## config.mk

```make
export PLATFORM = sky130hd
export DESIGN_NAME = coin_pulse_queue
export DESIGN_NICKNAME = d
export VERILOG_FILES = /design/src/rtl/coin_pulse_queue.sv
export SDC_FILE = /design/constraint.sdc
export NUM_CORES = 1
export LEC_CHECK = 0
export ABC_AREA = 0
export BUFFER_PORTS_ARGS = -buffer_cell sky130_fd_sc_hd__buf_2
export CAP_MARGIN = 25
export CORE_AREA = 2 2 57 59
export DETAILED_ROUTE_END_ITERATION = 10
export DIE_AREA = 0 0 59 61
export PLACE_DENSITY = 0.68
export SYNTH_ARGS = -nofsm -noshare
export SYNTH_HDL_FRONTEND = slang
export SYNTH_SLANG_ARGS = --single-unit
```

## constraint.sdc

```tcl
create_clock -name clk -period 2.5 [get_ports clk]
set_input_delay 0.5 -clock clk [delete_from_list [all_inputs] [get_ports clk]]
set_output_delay 0.5 -clock clk [all_outputs]
set_load 0.005 [all_outputs]
```

## src/rtl/coin_pulse_queue.sv

```systemverilog
// Coin request conditioner: synchronises and debounces a raw coin input, queues presses,
// and replays each as a tick-timed pulse followed by a gap. Timing freezes while paused.
module coin_pulse_queue #(
    parameter int DEBOUNCE  = 4,
    parameter int PULSE_LEN = 4,
    parameter int GAP_LEN   = 4,
    parameter int QUEUE_MAX = 7
) (
    input  logic       clk,
    input  logic       reset,
    input  logic       tick,
    input  logic       pause,
    input  logic       coin_raw,
    output logic       coin_out,
    output logic [3:0] pending,
    output logic       busy,
    output logic       overflow
);

    localparam logic [1:0] S_IDLE  = 2'd0;
    localparam logic [1:0] S_PULSE = 2'd1;
    localparam logic [1:0] S_GAP   = 2'd2;

    localparam logic [7:0] DB_N  = 8'(DEBOUNCE);
    localparam logic [7:0] PL_N  = 8'(PULSE_LEN);
    localparam logic [7:0] GP_N  = 8'(GAP_LEN);
    localparam logic [3:0] Q_MAX = 4'(QUEUE_MAX);

    logic       s1_q, s2_q;
    logic       db_q, db_d;
    logic       db_dly_q;
    logic [7:0] dcnt_q, dcnt_d;
    logic [3:0] pending_q, pending_d;
    logic [1:0] state_q, state_d;
    logic [7:0] tcnt_q, tcnt_d;
    logic       coin_q, coin_d;
    logic       busy_q, busy_d;
    logic       ovf_q, ovf_d;

    logic rise, launch, qtick;

    always_comb begin
        rise   = db_q & ~db_dly_q;
        launch = (state_q == S_IDLE) && (pending_q != 4'd0) && !pause;
        qtick  = tick & ~pause;

        db_d      = db_q;
        dcnt_d    = dcnt_q;
        pending_d = pending_q;
        state_d   = state_q;
        tcnt_d    = tcnt_q;
        coin_d    = coin_q;
        ovf_d     = 1'b0;

        if (s2_q == db_q) begin
            dcnt_d = 8'd0;
        end else if (dcnt_q + 8'd1 == DB_N) begin
            db_d   = s2_q;
            dcnt_d = 8'd0;
        end else begin
            dcnt_d = dcnt_q + 8'd1;
        end

        // A press that coincides with a launch simply replaces the launched credit.
        case ({rise, launch})
            2'b10: begin
                if (pending_q < Q_MAX) pending_d = pending_q + 4'd1;
                else                   ovf_d     = 1'b1;
            end
            2'b01:   pending_d = pending_q - 4'd1;
            default: pending_d = pending_q;
        endcase

        case (state_q)
            S_IDLE: begin
                if (launch) begin
                    state_d = S_PULSE;
                    coin_d  = 1'b1;
                    tcnt_d  = 8'd0;
                end
            end
            S_PULSE: begin
                if (qtick) begin
                    if (tcnt_q + 8'd1 == PL_N) begin
                        state_d = S_GAP;
                        coin_d  = 1'b0;
                        tcnt_d  = 8'd0;
                    end else begin
                        tcnt_d = tcnt_q + 8'd1;
                    end
                end
            end
            S_GAP: begin
                if (qtick) begin
                    if (tcnt_q + 8'd1 == GP_N) begin
                        state_d = S_IDLE;
                        tcnt_d  = 8'd0;
                    end else begin
                        tcnt_d = tcnt_q + 8'd1;
                    end
                end
            end
            default: begin
                state_d = S_IDLE;
                coin_d  = 1'b0;
                tcnt_d  = 8'd0;
            end
        endcase

        busy_d = (state_d != S_IDLE);
    end

    always_ff @(posedge clk) begin
        if (reset) begin
            s1_q      <= 1'b0;
            s2_q      <= 1'b0;
            db_q      <= 1'b0;
            db_dly_q  <= 1'b0;
            dcnt_q    <= 8'd0;
            pending_q <= 4'd0;
            state_q   <= S_IDLE;
            tcnt_q    <= 8'd0;
            coin_q    <= 1'b0;
            busy_q    <= 1'b0;
            ovf_q     <= 1'b0;
        end else begin
            s1_q      <= coin_raw;
            s2_q      <= s1_q;
            db_q      <= db_d;
            db_dly_q  <= db_q;
            dcnt_q    <= dcnt_d;
            pending_q <= pending_d;
            state_q   <= state_d;
            tcnt_q    <= tcnt_d;
            coin_q    <= coin_d;
            busy_q    <= busy_d;
            ovf_q     <= ovf_d;
        end
    end

    assign coin_out = coin_q;
    assign pending  = pending_q;
    assign busy     = busy_q;
    assign overflow = ovf_q;

endmodule
```

Word-level counts from Yosys, hierarchy flattened

Index checks and enable logic that the tools add are counted.

Flip-flop bits (word level): 29
Bits of input ports: 5
Output and inout port bits: 7
Word-level logic and storage cells: 66

Add/subtract/negate cells: 4
$lt $le $gt $ge: 1
Eq/ne operators: 12
Multiplexer cells: 17
Bitwise operators: 7
Reduce and logical (&&, ||, !) cells: 14

Operators with widths:

| operator              | count |
|---|---|
| $mux W8               | 3 |
| $add A8 B1 Y8 const B | 2 |
| $eq A8 B3 Y1 const B  | 2 |
| $pmux W8 S2           | 1 |
| $mux W2               | 5 |
| $ne A2 B2 Y1 const B  | 4 |
| $pmux W4 S2           | 1 |
| $pmux W2 S3           | 1 |
| $reduce_and A2 Y1     | 3 |
| $not A1 Y1            | 5 |
| $add A4 B1 Y4 const B | 1 |
| $eq A2 B1 Y1 const B  | 2 |
| $eq A2 B2 Y1 const B  | 2 |
| $lt A4 B3 Y1 const B  | 1 |
| $mux W1               | 4 |
| $mux W4               | 1 |
| $reduce_and A4 Y1     | 1 |
| $reduce_bool A2 Y1    | 2 |
| $reduce_bool A4 Y1    | 1 |
| $reduce_or A2 Y1      | 2 |
| $sub A4 B1 Y4 const B | 1 |
| $pmux W1 S3           | 1 |
| $reduce_or A3 Y1      | 1 |
| $and A1 B1 Y1         | 2 |
| other kinds (5)       | 6 |

Depth between registers and ports, before layout

Gate-level depths: netlist (run 1).

Depth after elaboration: 6
Depth in mapped cells: 11

Worst setup path after synthesis (run 1)

No wires, ideal clock.

Path type: reg2reg
From: reg state_q[0]
To: reg pending_q[3], in the netlist pending[3]
Setup time: 0.086 ns
Arrival: 2.289 ns
Required time: 2.414 ns
Path slack: 0.126 ns
Stages on the path, launching flop included: 12
Clock period less this slack: 2.374 ns
Path through: dfxtp_1 > inv_1 > ha_1 > inv_1 > or4_1 > inv_1 > ha_1 > a21o_1 > a21oi_1 > nor2b_1 > nor3_1 > a211oi_1

Cells in the longest elaborated chain, start to end: 6
Elaborated cells on any way between the ends: 9
Classes of those cells: eq/ne (3); mux (1); reduce/logical (5)

RTL lines:

| what                                                                       | line | source |
|---|---|---|
| from (decl)                                                                | 34   | `logic [1:0] state_q, state_d;` |
| from (signal assigned)                                                     | 133  | `state_q <= state_d;` |
| $logic_not A2 Y1 *                                                         | 44   | `launch = (state_q == S_IDLE) && (pending_q != 4'd0) && !pause;` |
| $logic_and A1 B1 Y1 * (2 in a row)                                         | 44   |  |
| $eq A2 B2 Y1 / $eq A2 B1 Y1 (equally long branches)                        | 65   | `case ({rise, launch})` |
| $ne A2 B2 Y1 (no source line) / $reduce_bool A2 Y1 (equally long branches) | -    |  |
| $reduce_and A2 Y1 (no source line)                                         | -    |  |
| to (signal assigned)                                                       | 132  | `pending_q <= pending_d;` |
| to (decl)                                                                  | 33   | `logic [3:0] pending_q, pending_d;` |

Mark *: on every way between the ends. The rest lies on a longest branch, timed or not.
A chain may end at the register's enable or synchronous reset.

Final worst setup path (run 1)

From: reg state_q[1]
To: reg pending_q[3], in the netlist pending[3]

Same word-level chain as after synthesis.

==> results of run 1 <==
cell type report:
class / count / area [µm²]
clock buffer: 5 / 37.5
tap: 33 / 41.3
sequential: 29 / 582
timing repair buffer: 15 / 85.1
multi-input combinational: 129 / 867
clock inverter: 2 / 35.0
inverter: 12 / 45.0
fill: 281 / 1260
critical path, delay by kind of cell (launching register included):
kind / cells / cell delay [ns]
and+or+nand+nor: 3 / 0.77
buffers and inverters: 3 / 0.25
AOI/OAI and AO/OA: 3 / 0.56
DFF: 1 / 0.35
adders and majority gates: 2 / 0.38
logic make-up (layout without fill, tap and decap cells):
| logic type | Yosys count | count (layout) |
|---|---|---|
| AOI/OAI and AO/OA | 34 | 34 |
| xor gates and xnor gates | 10 | 10 |
| adders and majority gates | 9 | 9 |
| buffers and inverters | 16 | 34 |
| DFF | 29 | 29 |
| muxes | 2 | 2 |
| and+or+nand+nor | 74 | 74 |
power by group:
part | internal, mW | leakage, nW | switching (mW)
sequential | 0.518 | 0.235 | 0.0520
clock | 0.203 | 0.0410 | 0.159
combinational | 0.321 | 0.434 | 0.363
total | 1.04 | 0.710 | 0.574
sequential cells by signal, summed over array words and instances (netlist names):
name	cells
state_q	2
tcnt_q	8
s2_q	1
dcnt_q	8
overflow	1
busy	1
db_dly_q	1
coin_out	1
db_q	1
s1_q	1
pending	4
synthesized netlist by cell type, types with 3 or more instances:
| library cell | n | area share, % |
|---|---|---|
| dfxtp_1 | 29 | 39 |
| nor2_1 | 23 | 5.8 |
| inv_1 | 12 | 3.0 |
| nand3_1 | 11 | 3.7 |
| a21oi_1 | 9 | 3.0 |
| nand2_1 | 9 | 2.3 |
| ha_1 | 8 | 6.7 |
| xor2_1 | 7 | 4.1 |
| o21ai_0 | 6 | 2.0 |
| nor2b_1 | 5 | 2.1 |
| nor3_1 | 5 | 1.7 |
| a31oi_1 | 4 | 1.7 |
| nor4_1 | 4 | 1.7 |
| a21o_1 | 3 | 1.5 |
| or4_1 | 3 | 1.5 |
| xnor2_1 | 3 | 1.8 |
repair_timing:
item | 4_1_cts | 5_1_grt
resized for setup | 2 | 7
endpoints found under the setup margin | 1 | 1
pin swaps | 0 | 0
hold endpoints to repair | 0 | 0
path summary, 6_finish.rpt:
| check | slack (ns) | endpoint | cells past startpoint | startpoint |
|---|---|---|---|---|
| setup / recovery | 0.11 | pending[3]$_SDFFE_PP0P_ | 11 | state_q[1]$_SDFF_PP0_ |
| hold / removal | 0.38 | s1_q$_SDFF_PP0_ | 2 | coin_raw |
| hold reg to reg | 0.46 | s2_q$_SDFF_PP0_ | 1 | s1_q$_SDFF_PP0_ |
| setup reg to reg | 0.11 | pending[3]$_SDFFE_PP0P_ | 11 | state_q[1]$_SDFF_PP0_ |
per-layer routing:
metal	part of all wire [%]	wire [µm]	GRT usage, %	vias to the layer above
li1	-	-	-	655
met1	47	1360	22.4	605
met2	48	1390	30.5	23
met3	4.2	124	6.61	6
met4	1.6	48	7.79	0
met5	0	0	0	-
==> reports/qor.yml, run 1 <==
timing:
  fmax_mhz: 418
  maxSlewHeadroom_pct: 66.2
  finalHoldViolations: 0
  tightest_slew_ns: 0.507
  tns_ns: 0
  skew_ns: 0.00951
  fin_crit_sh_pct: 95.6
  min_period_ns: 2.39
  setup_ws_ns: 0.110
  timing.hold.ws_ns: 0.380
  drv_slew: 0
  setup_viol: 0
cts:
  post_cts_buffers: 0
  postCtsHoldBufs: 0
  clockRootBuffer: "clkbuf_4"
  clkTransAtPathRegs_ns: 0.09
  worstSkewPairLatency_ns: 0.32
  cts_tree: "done"
  cts_max_level: 2
  cts_buffers: 5
  clk_path_buf_depth: 2
  numClockSinks: 29
critical_path:
  crit_slowest_cell: "or4_4"
  cp-start-kind: "flop"
  critical_path_class: "reg2reg"
  endpoint_kind: "flop"
  crit_fanout: 5
  cp_slowest_stage_delay_ns: 0.54
  worstPathArrival_ns: 2.63
  worstPathRequired_ns: 2.74
  cp_common_cell: "inv_1"
  worstPathCellList: "inv_1 -> ha_4 -> inv_1 -> or4_4 -> inv_2 -> ha_1 -> a21o_1 -> a21oi_2 -> nor2b_4 -> nor3_1 -> a211oi_1"
synth:
  ys_types: 43
  synth_xor_area_share_pct: 5.88
  async_flop_share_pct: 0
  synthSimpleGateAreaFrac_pct: 26.5
  synth_seq_cells: 29
  syn-num-nets: 188
  synth_fa_ha_area_share_pct: 8.07
  ys_seq_area_share_pct: 39.0
  synth_ff_type: "dfxtp_1"
  synth_edf_count: 0
  postSynthAreaPerCell_um2: 8.56
  syn_area_um2: 1490
  synth_mux_area_share_pct: 1.34
  ys_warn_count: 0
  synth_compound_area_share_pct: 14.6
  syn-instance-count: 174
  synth_top_family_by_area: "simple AND/OR/NAND/NOR gates"
place:
  port_buffers: 11
  dp_cells: 218
  dp_hpwl_um: 2150
  postPlaceCellArea_um2: 1590
  gp_congestion: 0.827
  pre_cts_ws_ns: -0.0117
finish:
  diodes: 0
  finalNonFillerCells: 225
  design_area_um2: 1690
  fin_util_pct: 57.3
  final_cell_mix: "28 x dfxtp_1, 23 x nor2_1, 11 x nand3_1, 11 x buf_2, 10 x inv_1"
  drive_gt1_share_pct: 18.8
  final_common_cell: "dfxtp_1"
  num-nets-final: 206
  syn_to_final_growth_pct: 13.7
min_path:
  hold_path_class: "in2reg"
floorplan:
  initial_utilization_pct: 50.4
  ioPinCount: 12
  fp.dieW_um: 59
  die_area_um2: 3600
  die_y_um: 61
  floorplan.rows: 20
  coreArea_um2: 2950
detailed_routing:
  vias: 1289
  drc: 0
  wl_per_cell_um: 13.0
  vias_per_cell: 5.73
  drt_first_pass_iters: 4
  drtIter0Drc: 42
  wl_um: 2930
  final_antenna_net_count: 0
grt:
  grt_max_degree: 19
  overflow: 0
  grt_pass1_wl_um: 5020
  globalRouteTotalUtil_pct: 18.7
  first_global_vias: 1190
  antenna_found_initial: 0
flow_run:
  maxCapViolCount: 0
power_and_ir_drop:
  ir_drop_v: 0.000657
  power_density_nw_per_um2: 955
  power_leakage_nw: 0.710
  power.total_mw: 1.62
outcome:
  status: "finished clean"
Note: power is estimated with default switching activity, not from simulation.
==> inputs of run 2 (changes only) <==
==> config.mk (replaced) <==
export PLATFORM = sky130hd
export DESIGN_NAME = coin_pulse_queue
export DESIGN_NICKNAME = d
export VERILOG_FILES = /design/src/rtl/coin_pulse_queue.sv
export SDC_FILE = /design/constraint.sdc
export NUM_CORES = 1
export LEC_CHECK = 0
export ABC_AREA = 0
export CAP_MARGIN = 25
export CORE_AREA = 2 2 56 58
export DETAILED_ROUTE_END_ITERATION = 10
export DIE_AREA = 0 0 58 60
export DONT_BUFFER_PORTS = 1
export PLACE_DENSITY = 0.7
export SYNTH_ARGS = -nofsm -noshare
export SYNTH_HDL_FRONTEND = slang
export SYNTH_SLANG_ARGS = --single-unit
==> run 2 against run 1 <==
Against the previous run: worst setup slack better by 0.031 ns; sequential share of layout area is 1.0 points higher; combinational power is 3.1% lower; critical endpoint unchanged.
==> reports/qor.yml, run 2 (same netlist as run 1, synthesis figures left out) <==
timing:
  maxSlewHeadroom_pct: 66.1
  skew_ns: 0.0103
  finalHoldViolations: 0
  tightest_slew_ns: 0.508
  drv_slew: 0
  fin_crit_sh_pct: 94.4
  setup_viol: 0
  tns_ns: 0
  rsz0062_at_grt: "no"
  setup_ws_ns: 0.140
  min_period_ns: 2.36
  fmax_mhz: 424
min_path:
  hold_path_class: "in2reg"
  min_to: "db_dly_q$_SDFF_PP0_"
  holdPathStages: 1
  hp-start: "reset"
finish:
  fillCellCount: 250
  num-nets-final: 196
  diodes: 0
  drive_gt1_share_pct: 15.3
  syn_to_final_growth_pct: 10.3
  final_common_cell: "dfxtp_1"
  final_cell_mix: "28 x dfxtp_1, 23 x nor2_1, 11 x nand3_1"
  design_area_um2: 1640
critical_path:
  endpoint_kind: "flop"
  worstPathCellList: "inv_2 -> ha_4 -> inv_1 -> or4_4 -> inv_2 -> ha_1 -> a21o_1 -> a21oi_2 -> nor2b_4 -> nor3_1 -> a211oi_1"
  cp-start-kind: "flop"
  crit_slowest_cell: "or4_4"
  cp_top_family: "simple AND/OR/NAND/NOR gates"
  worstPathArrival_ns: 2.59
  r2r-end: "pending[3]$_SDFFE_PP0P_"
  reg2regPathDepth: 11
  cp_slowest_stage_delay_ns: 0.54
  critPathBufInv: 3
  critical_path_class: "reg2reg"
  worstPathRequired_ns: 2.73
  cp_common_cell: "inv_2"
  r2r_slack_ns: 0.14
  r2r-start: "state_q[0]$_SDFF_PP0_"
  crit_fanout: 4
grt:
  first_global_vias: 1152
  antenna_found_initial: 0
  overflow: 0
  grt_pass1_wl_um: 5010
  globalRouteTotalUtil_pct: 18.9
  grt_max_degree: 19
place:
  pre_cts_ws_ns: -0.0157
  port_buffers: 0
  postPlaceCellArea_um2: 1540
  dp_hpwl_um: 2150
  gp_congestion: 0.788
cts:
  clk_path_buf_depth: 2
  cts_tree: "done"
  clockRootBuffer: "clkbuf_4"
  cts_buffers: 5
  post_cts_buffers: 0
  worstSkewPairLatency_ns: 0.32
  clkTransAtPathRegs_ns: 0.10
  numClockSinks: 29
  cts_max_level: 2
power_and_ir_drop:
  p_switching_mw: 0.561
  p_int_mw: 0.993
  power_density_nw_per_um2: 946
  p_seq_share_pct: 36.6
  combPwrFrac_pct: 42.7
  p_clk_share_pct: 20.7
  power_leakage_nw: 0.664
  ir_drop_v: 0.000831
  p_sw_share_pct: 36.1
detailed_routing:
  vias: 1241
  drt_first_pass_iters: 4
  wl_um: 2920
  drc: 0
  vias_per_cell: 5.75
  drtIter0Drc: 44
  final_antenna_net_count: 0
  wl_per_cell_um: 13.5
floorplan:
  die_y_um: 60
  coreArea_um2: 2900
  ioPinCount: 12
  floorplan.rows: 20
  initial_utilization_pct: 51.3
  fp.dieW_um: 58
  die_area_um2: 3480
outcome:
  status: "finished clean"
flow_run:
  maxCapViolCount: 0
## run 2: area by class of cell
class / count / area (µm²) / area share [%]
Timing Repair Buffer: 5 / 37.5 / 2.28
Tap cell: 33 / 41.3 / 2.51
Clock buffer: 7 / 65.1 / 3.96
Multi-Input combinational cell: 129 / 867 / 52.8
Sequential cell: 29 / 582 / 35.4
Inverter: 12 / 45.0 / 2.74
Clock inverter: 1 / 5.00 / 0.305
## run 2: through the flow
stage	instances	util (%)	power, mW	hold slack, ns
floorplan	174	-	0.991	0.414
global placement	208	53.2	1.15	0.442
detailed placement	208	53.2	1.18	0.438
CTS	216	56.1	1.53	0.226
global route	216	56.6	1.67	0.217
finish	216	56.6	1.55	0.238
## run 2: power by group through the flow
stage | Sequential (mW) | Clock [mW] | Combinational (mW)
after detailed placement | 0.578 | 0 | 0.605
final | 0.569 | 0.322 | 0.663
after floorplan | 0.586 | 0 | 0.405
after global placement | 0.575 | 0 | 0.578
after CTS | 0.567 | 0.328 | 0.631
after global routing | 0.576 | 0.349 | 0.740
## run 2: per-layer routing
metal	part of all wire, %	track usage, %
met5	0	0
met3	5.2	5.63
met2	49	31.8
met1	44	22.5
met4	1.4	7.97
## run 2: worst max path at each step
stage                          startpoint                       to  cells past startpoint
CTS                 state_q[1]$_SDFF_PP0_  pending[3]$_SDFFE_PP0P_                     11
global route        state_q[0]$_SDFF_PP0_  pending[3]$_SDFFE_PP0P_                     11
floorplan           state_q[0]$_SDFF_PP0_  pending[3]$_SDFFE_PP0P_                     11
finish              state_q[0]$_SDFF_PP0_  pending[3]$_SDFFE_PP0P_                     11
global placement    state_q[0]$_SDFF_PP0_  pending[3]$_SDFFE_PP0P_                     11
detailed placement  state_q[0]$_SDFF_PP0_  pending[3]$_SDFFE_PP0P_                     11
## run 2: timing repair
action | CTS | global route
endpoints found under the setup margin | 1 | 1
resized for setup | 3 | 7
pin swaps | 1 | 0
hold buffers | 0 | 0
